==> config.mk <==
export PLATFORM = sky130hd
export DESIGN_NAME = gate_truth_table_scanner_flat
export DESIGN_NICKNAME = d
export VERILOG_FILES = /design/src/rtl/gate_truth_table_scanner_if.sv /design/src/rtl/gate_truth_table_scanner.sv /design/src/flat_wrapper.sv
export SDC_FILE = /design/constraint.sdc
export NUM_CORES = 1
export LEC_CHECK = 0
export CAP_MARGIN = 25
export CORE_MARGIN = 2
export CORE_UTILIZATION = 45
export CTS_CLUSTER_DIAMETER = 200
export DETAILED_ROUTE_END_ITERATION = 10
export DONT_BUFFER_PORTS = 1
export PLACE_DENSITY = 0.6
export SYNTH_ARGS = -nofsm -noshare
export SYNTH_HDL_FRONTEND = slang
export SYNTH_SLANG_ARGS = --single-unit
==> constraint.sdc <==
create_clock -name clk -period 1.8 [get_ports clk]
set_clock_uncertainty 0.15 [all_clocks]
set_input_delay 0.36 -clock clk [delete_from_list [all_inputs] [get_ports clk]]
set_output_delay 0.36 -clock clk [all_outputs]
set_load 0.01 [all_outputs]
==> src/rtl/gate_truth_table_scanner_if.sv <==
// Handshake and gate-drive signals of the truth-table scanner.
// SCAN_CHECK_EN adds the golden-table compare signals.
interface gate_truth_table_scanner_if;
    logic        start;
    logic        y;
    logic        a;
    logic        b;
    logic        f0;
    logic        f1;
    logic        busy;
    logic        done;
    logic [15:0] table_out;
`ifdef SCAN_CHECK_EN
    logic [15:0] expected;
    logic        mismatch;
    logic [3:0]  err_idx;

    modport slave (
        input  start, y, expected,
        output a, b, f0, f1, busy, done, table_out, mismatch, err_idx
    );
    modport master (
        output start, y, expected,
        input  a, b, f0, f1, busy, done, table_out, mismatch, err_idx
    );
`else
    modport slave (
        input  start, y,
        output a, b, f0, f1, busy, done, table_out
    );
    modport master (
        output start, y,
        input  a, b, f0, f1, busy, done, table_out
    );
`endif
endinterface

==> src/rtl/gate_truth_table_scanner.sv <==
// Steps the gate through all 16 {f1,f0,a,b} vectors and captures y into a truth table.
// Optional golden-table compare enabled by SCAN_CHECK_EN.
module gate_truth_table_scanner #(
    parameter int unsigned SETTLE_CYCLES = 1
) (
    input  logic                        clk,
    input  logic                        rst_n,
    gate_truth_table_scanner_if.slave   bus_io
);

    typedef enum logic [1:0] {StIdle, StSettle, StDone} state_e;

    localparam logic [7:0] SettleLd = 8'(SETTLE_CYCLES);

    state_e      state_q, state_d;
    logic [3:0]  idx_q, idx_d;
    logic [7:0]  cnt_q, cnt_d;
    logic [15:0] table_q, table_d;

    // idx_q doubles as the operand register; it is forced to 0 outside a scan.
    assign bus_io.b         = idx_q[0];
    assign bus_io.a         = idx_q[1];
    assign bus_io.f0        = idx_q[2];
    assign bus_io.f1        = idx_q[3];
    assign bus_io.busy      = (state_q == StSettle);
    assign bus_io.done      = (state_q == StDone);
    assign bus_io.table_out = table_q;

    always_comb begin
        state_d = state_q;
        idx_d   = idx_q;
        cnt_d   = cnt_q;
        table_d = table_q;
        unique case (state_q)
            StIdle, StDone: begin
                state_d = StIdle;
                if (bus_io.start) begin
                    table_d = 16'h0000;
                    idx_d   = 4'd0;
                    cnt_d   = SettleLd;
                    state_d = StSettle;
                end
            end
            StSettle: begin
                if (cnt_q != 8'd0) begin
                    cnt_d = cnt_q - 8'd1;
                end else begin
                    table_d[idx_q] = bus_io.y;
                    if (idx_q == 4'd15) begin
                        idx_d   = 4'd0;
                        state_d = StDone;
                    end else begin
                        idx_d = idx_q + 4'd1;
                        cnt_d = SettleLd;
                    end
                end
            end
            default: state_d = StIdle;
        endcase
    end

    always_ff @(posedge clk or negedge rst_n) begin
        if (!rst_n) begin
            state_q <= StIdle;
            idx_q   <= 4'd0;
            cnt_q   <= 8'd0;
            table_q <= 16'h0000;
        end else begin
            state_q <= state_d;
            idx_q   <= idx_d;
            cnt_q   <= cnt_d;
            table_q <= table_d;
        end
    end

`ifdef SCAN_CHECK_EN
    logic [15:0] exp_q, exp_d;
    logic        mism_q, mism_d;
    logic [3:0]  err_q, err_d;
    logic [15:0] diff;
    logic [3:0]  low;
    logic        accept;
    logic        scan_end;

    assign accept   = (state_q != StSettle) && bus_io.start;
    assign scan_end = (state_q == StSettle) && (cnt_q == 8'd0) && (idx_q == 4'd15);

    always_comb begin
        exp_d  = exp_q;
        mism_d = mism_q;
        err_d  = err_q;
        // Compare against the table including the final sample being written this edge.
        diff   = table_d ^ exp_q;
        low    = 4'd0;
        for (int i = 15; i >= 0; i--) begin
            if (diff[i]) low = 4'(i);
        end
        if (accept) begin
            exp_d  = bus_io.expected;
            mism_d = 1'b0;
            err_d  = 4'd0;
        end else if (scan_end) begin
            mism_d = |diff;
            err_d  = low;
        end
    end

    always_ff @(posedge clk or negedge rst_n) begin
        if (!rst_n) begin
            exp_q  <= 16'h0000;
            mism_q <= 1'b0;
            err_q  <= 4'd0;
        end else begin
            exp_q  <= exp_d;
            mism_q <= mism_d;
            err_q  <= err_d;
        end
    end

    assign bus_io.mismatch = mism_q;
    assign bus_io.err_idx  = err_q;
`endif

endmodule

==> src/flat_wrapper.sv <==
// flat-port wrapper written by rule: the top's interface ports become plain ports
module gate_truth_table_scanner_flat 
#(
    parameter int unsigned SETTLE_CYCLES = 1
)
  (clk, rst_n, bus_io_start, bus_io_y, bus_io_a, bus_io_b, bus_io_f0, bus_io_f1, bus_io_busy, bus_io_done, bus_io_table_out);
  gate_truth_table_scanner_if bus_io_i ();
  input  logic clk;
  input  logic rst_n;
  input wire logic [$bits(bus_io_i.start)-1:0] bus_io_start;
  input wire logic [$bits(bus_io_i.y)-1:0] bus_io_y;
  output wire logic [$bits(bus_io_i.a)-1:0] bus_io_a;
  output wire logic [$bits(bus_io_i.b)-1:0] bus_io_b;
  output wire logic [$bits(bus_io_i.f0)-1:0] bus_io_f0;
  output wire logic [$bits(bus_io_i.f1)-1:0] bus_io_f1;
  output wire logic [$bits(bus_io_i.busy)-1:0] bus_io_busy;
  output wire logic [$bits(bus_io_i.done)-1:0] bus_io_done;
  output wire logic [$bits(bus_io_i.table_out)-1:0] bus_io_table_out;
  assign bus_io_i.start = bus_io_start;
  assign bus_io_i.y = bus_io_y;
  assign bus_io_a = bus_io_i.a;
  assign bus_io_b = bus_io_i.b;
  assign bus_io_f0 = bus_io_i.f0;
  assign bus_io_f1 = bus_io_i.f1;
  assign bus_io_busy = bus_io_i.busy;
  assign bus_io_done = bus_io_i.done;
  assign bus_io_table_out = bus_io_i.table_out;
  gate_truth_table_scanner #(.SETTLE_CYCLES(SETTLE_CYCLES)) u_core (.clk(clk), .rst_n(rst_n), .bus_io(bus_io_i));
endmodule
==> results of run 1 <==
## power by group
group          switching (µW)  leakage (µW)  internal [µW]
Sequential                145      0.000385            819
Combinational             695      0.000493            645
Clock                     225     0.0000254            147
Total                    1060      0.000903           1610
## worst max-delay path, cell delays in order, from the launching register on
cell and delay [ps]:
dfrtp_1 400, inv_2 100, ha_4 140, or4b_4 470, or3_4 340, a21oi_2 120, a21o_1 80
## routing by layer
layer / GRT usage / wire length (µm) / up-vias
met4: 0.0815 / 62 / 0
met3: 0.0768 / 225 / 6
met2: 0.352 / 1920 / 33
met5: 0 / 0 / -
met1: 0.263 / 1750 / 676
li1: - / - / 674
## layout make-up
class	instances	area, µm²
Fill cell	320	1330
Timing Repair Buffer	33	303
Inverter	7	26.3
Sequential cell	30	753
Tap cell	46	57.6
Multi-Input combinational cell	119	847
Clock buffer	7	45.0
## through the flow
step / hold slack, ps / setup TNS (ps) / setup slack, ps / util
after floorplan: -85.6 / -3.17 / -3.17 / -
after global placement: -84.6 / -86.3 / -18.5 / 0.546
after detailed placement: -84.9 / -1080 / -99.5 / 0.546
after CTS: 38.4 / -56.6 / -51.9 / 0.583
after global routing: 30.0 / -711 / -130 / 0.604
final: 43.5 / -58.9 / -54.5 / 0.604
## how the worst max path moves through the flow
stage / startpoint / to / slack [ps] / cells after the start
4_1_cts: u_core.cnt_q[0] / u_core.cnt_q[6] / -50 / 6
3_5_place_dp: u_core.cnt_q[1] / u_core.idx_q[1] / -100 / 6
6_report: u_core.cnt_q[0] / u_core.cnt_q[6] / -50 / 6
3_3_place_gp: u_core.cnt_q[1] / u_core.idx_q[1] / -20 / 6
2_1_floorplan: u_core.cnt_q[0] / u_core.cnt_q[6] / -3 / 6
5_1_grt: u_core.cnt_q[1] / u_core.cnt_q[6] / -130 / 6
## placed cells by master (no fill, tap or decap), drive strengths merged, types with 4 or more instances in the layout
| master | instances |
|---|---|
| ha | 6 |
| inv | 7 |
| nor3 | 4 |
| nand2 | 8 |
| nor2 | 9 |
| o21ai | 16 |
| dfrtp | 30 |
| buf | 31 |
| nand4 | 15 |
| nand3 | 23 |
| clkbuf | 8 |
## flip-flops by register name, indices dropped and copies added, names as in the netlist
signal / count
u_core.idx_q: 4
u_core.cnt_q: 8
u_core.state_q: 2
u_core.bus_io.table_out: 16
## logic make-up after synthesis
| group | share of synthesized area |
|---|---|
| buffers and inverters | 0.0412 |
| AOI/OAI and AO/OA | 0.138 |
| xor gates and xnor gates | 0.00554 |
| DFF | 0.475 |
| and+or+nand+nor | 0.273 |
| muxes | 0.0198 |
| adders and majority gates | 0.0475 |
## synthesized netlist by cell type, types with 2 or more instances
master	n
mux2i_1	2
o31ai_1	3
nor2b_1	3
nand2_1	8
nand2b_1	2
a21o_1	3
nand3_1	22
o22ai_1	3
nor3_1	3
a31oi_1	2
nor2_1	9
ha_1	6
buf_1	2
buf_2	4
and3_1	2
inv_1	7
nand4_1	15
a21oi_1	3
o21ai_0	16
and4bb_2	2
dfrtp_1	30
## what timing repair did
action,4_1_cts,5_1_grt
pin swaps,2,13
resized for setup,7,17
setup buffers,3,0
cloned,0,1
hold buffers,2,0
endpoints found under the setup margin,23,25
hold endpoints to repair,30,0
==> impl_summary.md, run 1 <==
Outcome
The flow ran to the end, but the final reports show violations. The final reports fail on setup timing.

Critical path
The reg-to-reg critical path endpoint is u_core.cnt_q[6]. The data required time of the worst path is 1940 ps. The worst setup path is launched from a flop. The worst endpoint data arrival time is 1990 ps. The worst reg-to-reg setup slack is -50 ps. Along the worst path, the maximum fanout reaches 3. The nature of the critical path endpoint is a flop. The setup path with the least slack is of type flop to flop. The reg-to-reg startpoint is u_core.cnt_q[0].

Measured in cells, the most critical reg-to-reg path has a length of 6.

Synthesis
The synthesized design spends more area on one cell type than any other, namely dfrtp_1. The cell count after synthesis came out at 164. Among all flip-flop cells after synthesis, the most frequent one is dfrtp_1.

By area the synthesized netlist is led by dfrtp_1 48%, nand3_1 7.0%, nand4_1 5.9%, o21ai_0 5.1%, ha_1 4.8%. The share of synthesized area in the top cell type comes to 0.475. Counting every net in the synthesized netlist gives 174. The post-synthesis average cell area is 9.64 µm². The synthesized netlist contains 38 unique library cells. The number of warning messages in the yosys log is 0. Of all flip-flops after synthesis, the portion carrying an async set or reset was 1.00. The number of enable-type register cells in the synthesized netlist is 0.

In this run the cell area of the synthesized design comes to 1580 µm². The fraction of the yosys area taken by sequential cells is 0.475. After synthesis the netlist holds a flip-flop and latch count of 30.

Detailed routing
The average via count per standard cell is 5.74. The routed design has 3.96 mm of wire. The violation count after the first detailed-route iteration is 81. The wire length per cell after detailed routing is 16.4 µm.

The iteration count of the initial detailed-routing pass is 4. In this run the remaining antenna-violating nets after routing total 0. The post-detailed-route DRC marker count is 0. For this block, the via count after detailed routing is 1389.

Timing
The worst-margin pin slew is 396 ps. The final hold violation count came to 0. The final count of negative-setup-slack endpoints is 2. The achievable clock frequency is 539 MHz. Setup repair after global routing could not meet its margin everywhere.

The worst slew slack as a fraction of its limit is 0.736. The worst setup margin is -54.5 ps. The period utilization is 1.03. Counting I/O delays and the setup requirement, the final critical path takes 1850 ps.

The number of max-slew violations in the final report came to 0.

GRT
The number of antenna violations at the first check in global routing is 0. The global-route congestion overflow total is 0. Entering global routing, the biggest net connects 31 pins. The first global-routing pass estimated 6.63 mm of wire. The via count of the first global-routing pass is 1330.

The overall global routing resource usage is 0.216.

Floorplanning
The width of the die is 63.3 µm. The starting utilization of the core area is 0.470. The vertical die dimension is 63.3 µm. The die outline area is 4000 µm². The placeable core region is 3360 µm². The initialized floorplan defines 21 standard-cell rows. 26 I/O pins were placed.

Final layout
The share of layout cells above drive strength 1 is 0.311. Relative to the synthesized area, the layout overhead comes to 28.6%. The number of antenna diodes in the final layout is 0.

The area of all placed cells without fillers is 2030 µm². The net count reported at finish is 206. The count of cells in the finished layout, fillers not included, comes to 242.

Hold path
The number of cells on the worst hold path is 1. The worst hold path terminates at u_core.bus_io.table_out[8]. The hold path startpoint is bus_io_y. The path category of the worst min-delay check is input port to flop.

Clock network
The clock net in this run drives a total of 30 sinks. The cell at the root of the clock tree is clkbuf_4. The clock tree from TritonCTS is done.

The clock insertion delay at the later pin of the skew report is 340 ps. The clock passes through at most 2 buffers. The clock-pin transition on the worst setup and hold timing paths is 90 ps. CTS built an H-tree with a depth of 2.

The clock buffer count from CTS is 5.

Power and ir drop
The overall power consumption is 2670 µW. For this design the ratio of total power to cell area is 1320 nW/µm². The worst ir drop on vdd is 0.651 mV. In this run the static leakage power is 0.000903 µW.

Placement
The placed standard-cell area is 1840 µm². Summed over all nets, the half-perimeter wirelength after detailed placement is 2.78 mm. The total placed cells including tap cells is 230. Routability-driven placement finished with a final weighted congestion of 0.873. The count of buffers added on input and output ports is 0.

Run
Across the run, the number of max-cap violations was 0.
Note: power is estimated with default switching activity, not from simulation.
==> inputs of run 2 (changes only) <==
--- a/config.mk
+++ b/config.mk
@@ -12,6 +12,7 @@
 export DETAILED_ROUTE_END_ITERATION = 10
 export DONT_BUFFER_PORTS = 1
 export PLACE_DENSITY = 0.6
+export SLEW_MARGIN = 0
 export SYNTH_ARGS = -nofsm -noshare
 export SYNTH_HDL_FRONTEND = slang
 export SYNTH_SLANG_ARGS = --single-unit
==> results of run 2 <==
Final layout, timing and power as in run 1 (identical DEF).
==> variant: new RTL, config.mk and constraints of run 2 <==
Encoding of `state_e`: now one-hot (3 bits for 3 states).
--- a/src/rtl/gate_truth_table_scanner.sv
+++ b/src/rtl/gate_truth_table_scanner.sv
@@ -8,7 +8,7 @@
     gate_truth_table_scanner_if.slave   bus_io
 );
 
-    typedef enum logic [1:0] {StIdle, StSettle, StDone} state_e;
+    typedef enum logic [2:0] {StIdle = 3'b001, StSettle = 3'b010, StDone = 3'b100} state_e;
 
     localparam logic [7:0] SettleLd = 8'(SETTLE_CYCLES);
 
Behaviour: no difference found for any inputs over 10 cycles, from zero or initial values and one cycle with rst_n low; not proved beyond that.
==> variant against run 2 <==
  * The flow still finishes with violations (negative setup slack)
  * Non-clock buffer count down 4
  * Core utilization down 1.7 points
  * Fmax down 1.0%
  * Power is 1.3% higher
  * Wire length fell by 2.3%
  * Sequential share of layout area is 0.90 points lower
  * Global-route usage fell by 1.9 points
  * Final area increased by 5.7%
  * Worst hold slack better by 0.031 ns
  * Sequential cell count is 1 higher
  * Setup slack lost 0.019 ns
  * Synthesized area is 8.9% higher
  * Cell count up 4.5%
==> variant: results (changes against run 2) <==
Status: complete, but fails checks (unchanged)
Failing checks: negative setup slack (unchanged)
First-pass GRT wire length: 6530 um (was 6630 um)
Syn Inst Count: 178 (was 164)
RR Startpoint: u_core.state_q[2]$_DFFE_PN0P_ (was u_core.cnt_q[0]$_DFFE_PN0P_)
First-pass DRT Iterations: 5 (was 4)
Vias/cell: 5.53 (was 5.74)
Vias in the first global route: 1393 (was 1330)
Hold Path Depth: 2 (was 1)
Final worst slack: -0.0736 ns (was -0.0545 ns)
Non-filler cells, final: 253 (was 242)
Power in the clock group: 0.508 mW (was 0.372 mW)
Setup violators final: 11 (was 2)
CP max-delay cell: dfrtp_1 (was or4b_4)
Least-Margin Pin Slew: 0.403 ns (was 0.396 ns)
Slowest cell delay on critical path: 0.44 ns (was 0.47 ns)
Final net count: 214 (was 206)
Post-CTS setup buffer count: 2 (was 3)
Pint: 1.71 mW (was 1.61 mW)
Gr usage total: 0.197 (was 0.216)
Synth cell types: 35 (was 38)
Placed Instance Area: 1910 um2 (was 1840 um2)
Met3 Resource Use GR: 0.0511 (was 0.0768)
Mapped Nets: 188 (was 174)
Static Leakage: 0.897 nW (was 0.903 nW)
Gpl congestion: 0.829 (was 0.873)
Worst Hold Slack: 0.0748 ns (was 0.0435 ns)
Top cells by area, synth: dfrtp_1 44%, mux2i_1 11%, nand2_1 7.6% (was dfrtp_1 48%, nand3_1 7.0%, nand4_1 5.9%)
CP Max Fanout: 6 (was 3)
Worst Path Arrival: 1.94 ns (was 1.99 ns)
Worst Setup SP: u_core.state_q[2]$_DFFE_PN0P_ (was u_core.cnt_q[0]$_DFFE_PN0P_)
Peak supply drop: 0.635 mV (was 0.651 mV)
variant: area by class of cell:
class,instances,area (um2)
flip-flops and latches,31,777
repair buffers,29,265
multi-input cells,128,932
inverters,9,33.8
clock buffers,8,80.1
well taps,48,60.1
fillers,317,1510
variant: cells by family after synthesis:
logic type,count (synthesis),share of synthesized area
buf+inv,19,0.0487
mux,19,0.111
xor+xnor,3,0.0153
fa+ha+maj,6,0.0436
simple gates,68,0.204
compound gates,32,0.127
flops,31,0.452
variant: through the flow:
stage                util  total power, mW  TNS, ns
floorplan               -             1.62   -0.411
global placement    0.522             1.97  -0.0421
detailed placement  0.522             2.02   -0.549
CTS                 0.570             2.64   -0.132
global route        0.587             2.89    -2.94
finish              0.587             2.71   -0.222
variant: metal layers:
| layer | up-vias | share of wire |
|---|---|---|
| met5 | - | 0 |
| met4 | 0 | 0.018 |
| met3 | 7 | 0.055 |
| met2 | 37 | 0.49 |
| met1 | 687 | 0.44 |
| li1 | 667 | - |
